<file path="config.mk">
export PLATFORM = sky130hd
export DESIGN_NAME = mem_mod_clr_flat
export DESIGN_NICKNAME = d
export VERILOG_FILES = /design/src/rtl/mem_pkg.sv /design/src/rtl/mem_mod_clr_if.sv /design/src/rtl/mem_rd_pipe.sv /design/src/rtl/mem_mod_clr.sv /design/src/flat_wrapper.sv
export SDC_FILE = /design/constraint.sdc
export NUM_CORES = 1
export LEC_CHECK = 0
export CAP_MARGIN = 10
export CORE_MARGIN = 1
export CORE_UTILIZATION = 35
export DETAILED_ROUTE_END_ITERATION = 6
export DONT_BUFFER_PORTS = 1
export PLACE_DENSITY = 0.53
export SLEW_MARGIN = 0
export SYNTH_ARGS = -nofsm -noshare
export SYNTH_HDL_FRONTEND = slang
export SYNTH_SLANG_ARGS = --single-unit
</file>
<file path="constraint.sdc">
create_clock -name clk -period 1.7 [get_ports clk]
set_input_delay 0.425 -clock clk [delete_from_list [all_inputs] [get_ports clk]]
set_output_delay 0.425 -clock clk [all_outputs]
set_load 0.02 [all_outputs]
</file>
<file path="src/rtl/mem_pkg.sv">
// Shared types and helpers for the mem_mod_clr RAM family.
package mem_pkg;

  typedef enum logic {ST_CLEAR, ST_READY} state_t;

  localparam bit RDW_OLD = 1'b0;
  localparam bit RDW_NEW = 1'b1;

  function automatic int nbe(input int width);
    return (width + 7) / 8;
  endfunction

endpackage

</file>
<file path="src/rtl/mem_mod_clr_if.sv">
// Host-side bus of mem_mod_clr: control, write port and read port.
interface mem_mod_clr_if #(
  parameter int DATA_WIDTH = 8,
  parameter int MAX_ADDR   = 4
) ();

  localparam int ADDR_W = $clog2(MAX_ADDR);
  localparam int NBE    = mem_pkg::nbe(DATA_WIDTH);

  logic                  clr_req;
  logic                  busy;
  logic                  wr_en;
  logic [ADDR_W-1:0]     wr_addr;
  logic [NBE-1:0]        wr_be;
  logic [DATA_WIDTH-1:0] wr_data;
  logic                  wr_err;
  logic                  rd_en;
  logic [ADDR_W-1:0]     rd_addr;
  logic [DATA_WIDTH-1:0] rd_data;
  logic                  rd_valid;
  logic                  rd_err;

  modport master (
    output clr_req, wr_en, wr_addr, wr_be, wr_data, rd_en, rd_addr,
    input  busy, wr_err, rd_data, rd_valid, rd_err
  );

  modport slave (
    input  clr_req, wr_en, wr_addr, wr_be, wr_data, rd_en, rd_addr,
    output busy, wr_err, rd_data, rd_valid, rd_err
  );

endinterface

</file>
<file path="src/rtl/mem_rd_pipe.sv">
// RD_LAT-deep delay line for read results; data only advances with a valid
// result so the output word holds its last value between reads.
module mem_rd_pipe #(
  parameter int DATA_WIDTH = 8,
  parameter int RD_LAT     = 1
) (
  input  logic                  clk,
  input  logic                  rst,
  input  logic                  in_valid,
  input  logic                  in_err,
  input  logic [DATA_WIDTH-1:0] in_data,
  output logic                  out_valid,
  output logic                  out_err,
  output logic [DATA_WIDTH-1:0] out_data
);

  logic                  valid_q [RD_LAT];
  logic                  err_q   [RD_LAT];
  logic [DATA_WIDTH-1:0] data_q  [RD_LAT];

  always_ff @(posedge clk or posedge rst) begin
    if (rst) begin
      for (int i = 0; i < RD_LAT; i++) begin
        valid_q[i] <= 1'b0;
        err_q[i]   <= 1'b0;
        data_q[i]  <= '0;
      end
    end else begin
      valid_q[0] <= in_valid;
      err_q[0]   <= in_valid & in_err;
      if (in_valid) data_q[0] <= in_data;
      for (int i = 1; i < RD_LAT; i++) begin
        valid_q[i] <= valid_q[i-1];
        err_q[i]   <= err_q[i-1];
        if (valid_q[i-1]) data_q[i] <= data_q[i-1];
      end
    end
  end

  assign out_valid = valid_q[RD_LAT-1];
  assign out_err   = err_q[RD_LAT-1];
  assign out_data  = data_q[RD_LAT-1];

endmodule

</file>
<file path="src/rtl/mem_mod_clr.sv">
// Simple-dual-port RAM with byte-lane writes, pipelined reads, read-during-write
// bypass, out-of-range flags and a hardware clear sweep after reset or on request.
module mem_mod_clr
  import mem_pkg::*;
#(
  parameter int                    DATA_WIDTH = 8,
  parameter int                    MAX_ADDR   = 4,
  parameter int                    RD_LAT     = 1,
  parameter bit                    RDW_MODE   = RDW_OLD,
  parameter logic [DATA_WIDTH-1:0] CLR_VAL    = '0
) (
  input  logic          clk,
  input  logic          rst,
  mem_mod_clr_if.slave  bus
);

  localparam int                ADDR_W = $clog2(MAX_ADDR);
  localparam logic [ADDR_W:0]   WORDS  = (ADDR_W+1)'(MAX_ADDR);
  localparam logic [ADDR_W-1:0] LAST   = ADDR_W'(MAX_ADDR - 1);

  logic [DATA_WIDTH-1:0] mem [MAX_ADDR];

  state_t                state;
  logic [ADDR_W-1:0]     ptr;
  logic                  busy_q;
  logic                  wr_err_q;

  logic                  ready;
  logic                  wr_oob;
  logic                  rd_oob;
  logic                  wr_ok;
  logic                  rd_ok;
  logic                  same_addr;
  logic [DATA_WIDTH-1:0] lane_mask;
  logic [DATA_WIDTH-1:0] wr_merged;
  logic [DATA_WIDTH-1:0] rd_word;
  logic                  mem_we;
  logic [ADDR_W-1:0]     mem_waddr;
  logic [DATA_WIDTH-1:0] mem_wdata;

  // Address checks are done one bit wider so no out-of-range address aliases.
  always_comb begin
    ready     = (state == ST_READY);
    wr_oob    = ({1'b0, bus.wr_addr} >= WORDS);
    rd_oob    = ({1'b0, bus.rd_addr} >= WORDS);
    wr_ok     = ready & bus.wr_en & ~wr_oob;
    rd_ok     = ready & bus.rd_en;
    same_addr = wr_ok & (bus.wr_addr == bus.rd_addr);

    lane_mask = '0;
    for (int b = 0; b < DATA_WIDTH; b++) lane_mask[b] = bus.wr_be[b/8];
    wr_merged = (mem[bus.wr_addr] & ~lane_mask) | (bus.wr_data & lane_mask);

    if (rd_oob)                             rd_word = '0;
    else if (RDW_MODE == RDW_NEW && same_addr) rd_word = wr_merged;
    else                                    rd_word = mem[bus.rd_addr];

    if (!ready) begin
      mem_we    = 1'b1;
      mem_waddr = ptr;
      mem_wdata = CLR_VAL;
    end else begin
      mem_we    = wr_ok;
      mem_waddr = bus.wr_addr;
      mem_wdata = wr_merged;
    end
  end

  always_ff @(posedge clk) begin
    if (mem_we) mem[mem_waddr] <= mem_wdata;
  end

  // Sweep walks ptr over every word once, then hands control back to the host.
  always_ff @(posedge clk or posedge rst) begin
    if (rst) begin
      state    <= ST_CLEAR;
      ptr      <= '0;
      busy_q   <= 1'b1;
      wr_err_q <= 1'b0;
    end else begin
      wr_err_q <= ready & bus.wr_en & wr_oob;
      case (state)
        ST_CLEAR: begin
          if (ptr == LAST) begin
            state  <= ST_READY;
            busy_q <= 1'b0;
            ptr    <= '0;
          end else begin
            ptr <= ptr + ADDR_W'(1);
          end
        end
        ST_READY: begin
          if (bus.clr_req) begin
            state  <= ST_CLEAR;
            busy_q <= 1'b1;
            ptr    <= '0;
          end
        end
        default: begin
          state  <= ST_CLEAR;
          busy_q <= 1'b1;
          ptr    <= '0;
        end
      endcase
    end
  end

  mem_rd_pipe #(
    .DATA_WIDTH (DATA_WIDTH),
    .RD_LAT     (RD_LAT)
  ) u_rd_pipe (
    .clk       (clk),
    .rst       (rst),
    .in_valid  (rd_ok),
    .in_err    (rd_oob),
    .in_data   (rd_word),
    .out_valid (bus.rd_valid),
    .out_err   (bus.rd_err),
    .out_data  (bus.rd_data)
  );

  assign bus.busy   = busy_q;
  assign bus.wr_err = wr_err_q;

endmodule

</file>
<file path="src/flat_wrapper.sv">
// flat-port wrapper written by rule: the top's interface ports become plain ports
module mem_mod_clr_flat import mem_pkg::*;
#(
  parameter int                    DATA_WIDTH = 8,
  parameter int                    MAX_ADDR   = 4,
  parameter int                    RD_LAT     = 1,
  parameter bit                    RDW_MODE   = RDW_OLD,
  parameter logic [DATA_WIDTH-1:0] CLR_VAL    = '0
)
  (clk, rst, bus_clr_req, bus_wr_en, bus_wr_addr, bus_wr_be, bus_wr_data, bus_rd_en, bus_rd_addr, bus_busy, bus_wr_err, bus_rd_data, bus_rd_valid, bus_rd_err);
  mem_mod_clr_if #(.DATA_WIDTH(DATA_WIDTH), .MAX_ADDR(MAX_ADDR)) bus_i ();
  input  logic clk;
  input  logic rst;
  input wire logic [$bits(bus_i.clr_req)-1:0] bus_clr_req;
  input wire logic [$bits(bus_i.wr_en)-1:0] bus_wr_en;
  input wire logic [$bits(bus_i.wr_addr)-1:0] bus_wr_addr;
  input wire logic [$bits(bus_i.wr_be)-1:0] bus_wr_be;
  input wire logic [$bits(bus_i.wr_data)-1:0] bus_wr_data;
  input wire logic [$bits(bus_i.rd_en)-1:0] bus_rd_en;
  input wire logic [$bits(bus_i.rd_addr)-1:0] bus_rd_addr;
  output wire logic [$bits(bus_i.busy)-1:0] bus_busy;
  output wire logic [$bits(bus_i.wr_err)-1:0] bus_wr_err;
  output wire logic [$bits(bus_i.rd_data)-1:0] bus_rd_data;
  output wire logic [$bits(bus_i.rd_valid)-1:0] bus_rd_valid;
  output wire logic [$bits(bus_i.rd_err)-1:0] bus_rd_err;
  assign bus_i.clr_req = bus_clr_req;
  assign bus_i.wr_en = bus_wr_en;
  assign bus_i.wr_addr = bus_wr_addr;
  assign bus_i.wr_be = bus_wr_be;
  assign bus_i.wr_data = bus_wr_data;
  assign bus_i.rd_en = bus_rd_en;
  assign bus_i.rd_addr = bus_rd_addr;
  assign bus_busy = bus_i.busy;
  assign bus_wr_err = bus_i.wr_err;
  assign bus_rd_data = bus_i.rd_data;
  assign bus_rd_valid = bus_i.rd_valid;
  assign bus_rd_err = bus_i.rd_err;
  mem_mod_clr #(.DATA_WIDTH(DATA_WIDTH), .MAX_ADDR(MAX_ADDR), .RD_LAT(RD_LAT), .RDW_MODE(RDW_MODE), .CLR_VAL(CLR_VAL)) u_core (.clk(clk), .rst(rst), .bus(bus_i));
endmodule
</file>
After elaboration in Yosys (flattened, before gate mapping):

Memory sizes are Yosys's and may differ from the RTL's. A register that Yosys moved wholly into a read port is not among the register bits.
Cells that the tools add are included.

* flip-flop bits (word level): 5
* RAM bits: 32
* logic and storage cells: 31
* memories: 1

Memories
* u_core.mem: words 4, bits a word 8, rd ports 2, clocked after Yosys merged registers in 1, wr ports 1, RTL line mem_mod_clr.sv:21 `logic [DATA_WIDTH-1:0] mem [MAX_ADDR];`

* add/subtract/negate cells: 1
* equal/unequal tests: 3
* muxes and demuxes: 14
* bitwise operators: 7
* reduce and logical (&&, ||, !) cells: 1

Operator list (count)
* $and A8 B8 Y8: 2
* $mux W8: 1
* $not A8 Y8: 1
* $or A8 B8 Y8: 1
* $mux W1: 7
* $mux W2: 3
* $pmux W1 S2: 2
* $pmux W2 S2: 1
* $add A2 B1 Y2 const B: 1
* $and A1 B1 Y1: 2
* $eq A2 B2 Y1 const B: 1
* $ne A2 B1 Y1 const B: 1
* $ne A2 B2 Y1 const B: 1
* $reduce_and A2 Y1: 1
* $not A1 Y1: 1

Depth between registers and ports, before layout:

* depth after elaboration: 4
* gate-level depth with buffers: 4
* mapped depth without buffers: 3

By module:

A second synthesis with hierarchy kept.

* cell total of the unflattened synthesis: 132
* area total of the unflattened synthesis: 2150.8 um2

Modules (own cells, without submodules)
* mem_mod_clr: instances 1, cells an instance 111, area each 1757.9 um2
* mem_rd_pipe: instances 1, cells an instance 21, area each 392.9 um2

Least setup slack after synthesis:

No wires, ideal clock.

* kind: input -> register
* start: in bus_wr_addr[1]
* end: mem u_core.mem[3][0] (enable)
* setup time: 376 ps
* arrival: 1397 ps
* required time: 1324 ps
* path slack: -73 ps
* stages: 4
* buffers on the path: 2
* path through: buf_2 -> buf_4 -> nand2_1 -> o22ai_1

* longest elaborated chain between the ends: 1

Ends and longest elaborated chain
* start, declared: RTL line flat_wrapper.sv:16 `input wire logic [$bits(bus_i.wr_addr)-1:0] bus_wr_addr;`
* $mux W2: RTL line mem_mod_clr.sv:58 `if (!ready) begin`
* end, declared: RTL line mem_mod_clr.sv:21

Every way passes these cells.

Final worst setup path:

* start: reg u_core.state (netlist: u_core.ready)
* end: mem u_core.mem[3][7] (data pin)

* longest elaborated chain between the ends: 1

Ends and longest elaborated chain
* start, declared: RTL line mem_mod_clr.sv:23 `state_t state;`
* start signal, assigned: RTL line mem_mod_clr.sv:76 `state <= ST_CLEAR;`
* start signal, assigned: RTL line mem_mod_clr.sv:85 `state <= ST_READY;`
* start signal, assigned: RTL line mem_mod_clr.sv:94 `state <= ST_CLEAR;`
* $mux W8: RTL line mem_mod_clr.sv:58
* via u_core.mem_wdata[7]: RTL line mem_mod_clr.sv:39 `logic [DATA_WIDTH-1:0] mem_wdata;`

The timed path passes the listed nets, and every way through them passes these cells.

==> metrics.cfg <==
[hold_path]
hp-class=input port to asynchronous set/reset pin

[floorplanning]
std_cell_core_area_um2=5570
die_h_um=78.5
i_o_pins=30
die_outline_area_um2=6160
floorplan.initialDensity=0.367
std_cell_rows=27
die_width_um=78.5

[grt]
grt_pass1_vias=1179
globalRouteMet2Util=0.223
met1_usage=0.173
grtUsageTotal=0.142
wire_length_of_the_first_global_routing_pass_mm=6.35
busiest_layer=met2
grtUsageMet3=0.0547
grt-ovfl-total=0
maximum_number_of_pins_on_one_net_before_global_route_repair=22
antenna_violations_before_repair=0

[synth]
post_synth_main_area_contributors=edfxtp_1 47%, dfrtp_1 15%, mux4_2 8.8%
synthMostInstantiatedCell=edfxtp_1
netlist_area_um2=2050
number_of_enable_flip_flop_cells_after_synthesis=32
yosysWarnings=0
number_of_standard_cells_after_synthesis=130
synth_sequential_area_ratio=0.629
yosys.cell_types.count=22
synthesis.area_per_instance_um2=15.8
ys_ff_latch=45
synthTopCellsByCount=32 x edfxtp_1, 17 x mux2i_1, 12 x dfrtp_1
yosysTopAreaCell=edfxtp_1
synth_top_flop_cell=edfxtp_1
synthArstFlopShare=0.289
synthDominantCellAreaShare=0.469

[cells_and_area]
area.growth.synth_to_final_pct=7.64
fraction_of_final_layout_cells_sized_beyond_drive_strength_1=0.216
antennaDiodeCount=0
finish.net_count=152
fill_cells=508
finish.cell_count_without_fillers=206

[clock_tree]
tritoncts=done
cts-root-buf=clkbuf_8
worst_skew_pair.late_latency_ns=0.30
cts-buffers-inserted=5
cts_max_path_buffers=2
cts.clk_slew.worst_paths_ns=0.08
postCtsResizedCells=0
post_cts_buffers=0
cts_num_sinks=45
cts_max_level=2
cts-hold-fix-buffers=0

[power]
power_frac_seq=0.574
net-switching-power_w=0.00123
clock_power_share=0.175
internal_power_w=0.00247
power_density_nw_per_um2=1680
power.share.combinational=0.252
worst_vdd_drop_mv=0.573
switching_share=0.332
p_leak_nw=0.811

[detailed_routing]
avgViaCountPerCell=5.47
routed_wire_length_per_instance_um=19.5
wirelength_mm=4.01
initialDrtViolationCount=92
num_vias=1126
drc=0
antenna_violating_nets_left=0
drt_pre_antenna_iters=4

[sta]
worst_slack_setup_final_ns=0.140
grt_setup_unrepaired=false
final_min_period_over_clock_period=0.918
setup-violations-final=0
fmaxAchievable_mhz=641
period_minus_slack_ns=1.56
slew_violations=0
timing_worst_slew_pin_value_ns=0.525
timing.max_slew.rel_slack=0.650
finalHoldViolations=0
clock_skew_ns=0.00829

[placement]
post-dp-hpwl_mm=2.85
place_inst=198
gp_congestion=0.732
numPortBuffers=0
preCtsSetupSlack_ns=0.152

[setup_path]
crit_required_ns=1.79
timing.critical_path.fanout_max=21
setup.worst_path.end_class=flip-flop
worst-setup-path-type=flip-flop to flip-flop
arrival_ns=1.65
r2r_start=u_core.ready$_DFF_PP0_
reg2reg_depth=3
r2r_slack_ns=0.14
rr_endpoint=u_core.mem[3][7]$_DFFE_PP_
crit_path_start_kind=flip-flop

[run]
cap_viol_max_count=0

[run_status]
status=complete, no violations

[cell type report]
| class | instances | area, um2 | area share |
|---|---|---|---|
| Sequential cell | 45 | 1290 | 0.584 |
| Tap cell | 72 | 90.1 | 0.0409 |
| Timing Repair Buffer | 5 | 37.5 | 0.0170 |
| Clock inverter | 2 | 15.0 | 0.00681 |
| Clock buffer | 6 | 72.6 | 0.0329 |
| Multi-Input combinational cell | 70 | 679 | 0.308 |
| Inverter | 6 | 22.5 | 0.0102 |
[layer usage]
| layer | up-vias | wire length [um] |
|---|---|---|
| met1 | 572 | 1700 |
| li1 | 511 | - |
| met2 | 37 | 1950 |
| met5 | - | 0 |
| met4 | 0 | 47 |
| met3 | 6 | 310 |
[through the flow]
stage               power [W]  hold WS (ns)  utilization  cell area, um2  setup TNS (ns)
finish                0.00370        0.0428        0.396            2200               0
global placement      0.00304         0.368        0.380            2120               0
global route          0.00392        0.0783        0.396            2200               0
detailed placement    0.00310         0.384        0.380            2120               0
CTS                   0.00374        0.0542        0.396            2200               0
floorplan             0.00277         0.301            -            2050           -1.12
[power groups by stage]
stage | logic, W | registers [W] | clock network, W
finish | 0.000931 | 0.00212 | 0.000647
CTS | 0.000950 | 0.00212 | 0.000665
detailed placement | 0.000950 | 0.00215 | 0
global placement | 0.000932 | 0.00211 | 0
global route | 0.00103 | 0.00218 | 0.000707
floorplan | 0.000699 | 0.00207 | 0
[layout by cell type, fill, tap and decap left out]
cell type / synthesis / final
o221ai_1: 8 / 8
nand3b_1: 2 / 2
dfrtp_1: 12 / 12
o21ai_0: 3 / 3
mux4_2: 8 / 8
o32ai_1: 2 / 2
mux2_2: 8 / 8
mux2i_1: 17 / 17
or3b_1: 1 / 1
dfstp_2: 1 / 1
nand3_1: 8 / 8
o22ai_1: 3 / 3
clkbuf_1: 1 / 1
nand2_1: 4 / 4
conb_1: 1 / 2
buf_4: 3 / 5
ha_1: 1 / 1
clkinvlp_4: 0 / 2
edfxtp_1: 32 / 32
clkbuf_8: 0 / 5
nand2b_1: 3 / 3
inv_1: 6 / 6
[logic make-up after synthesis]
logic type | count (synthesis) | share of synthesized area
muxes | 33 | 0.215
DFF | 45 | 0.629
and+or+nand+nor | 18 | 0.0476
other | 1 | 0.00183
buffers and inverters | 16 | 0.0415
adders and majority gates | 1 | 0.00611
AOI/OAI and AO/OA | 16 | 0.0593
[critical path, stage by stage (launching register included)]
cell	delay (ns)
dfrtp_1	0.35
buf_4	0.24
nand3b_1	0.33
o221ai_1	0.42
[how the worst max path moves through the flow]
| stage | start | endpoint | slack (ns) | cells after the start |
|---|---|---|---|---|
| floorplan | bus_wr_addr[1] | u_core.mem[3][0]$_DFFE_PP_ | -0.07 | 4 |
| finish | u_core.ready$_DFF_PP0_ | u_core.mem[3][7]$_DFFE_PP_ | 0.14 | 3 |
| detailed placement | u_core.ready$_DFF_PP0_ | u_core.mem[3][7]$_DFFE_PP_ | 0.15 | 3 |
| global placement | bus_wr_addr[0] | u_core.mem[0][6]$_DFFE_PP_ | 0.21 | 2 |
| global route | u_core.ready$_DFF_PP0_ | u_core.mem[3][7]$_DFFE_PP_ | 0.03 | 3 |
| CTS | u_core.ready$_DFF_PP0_ | u_core.mem[3][7]$_DFFE_PP_ | 0.12 | 3 |
[state kept, by name (all words and copies together) (netlist names)]
| name | cells |
|---|---|
| u_core.bus.busy | 1 |
| u_core.ptr | 2 |
| u_core.u_rd_pipe.out_data | 8 |
| u_core.u_rd_pipe.out_valid | 1 |
| u_core.mem | 32 |
| u_core.ready | 1 |
Note: power is estimated with default switching activity, not from simulation.
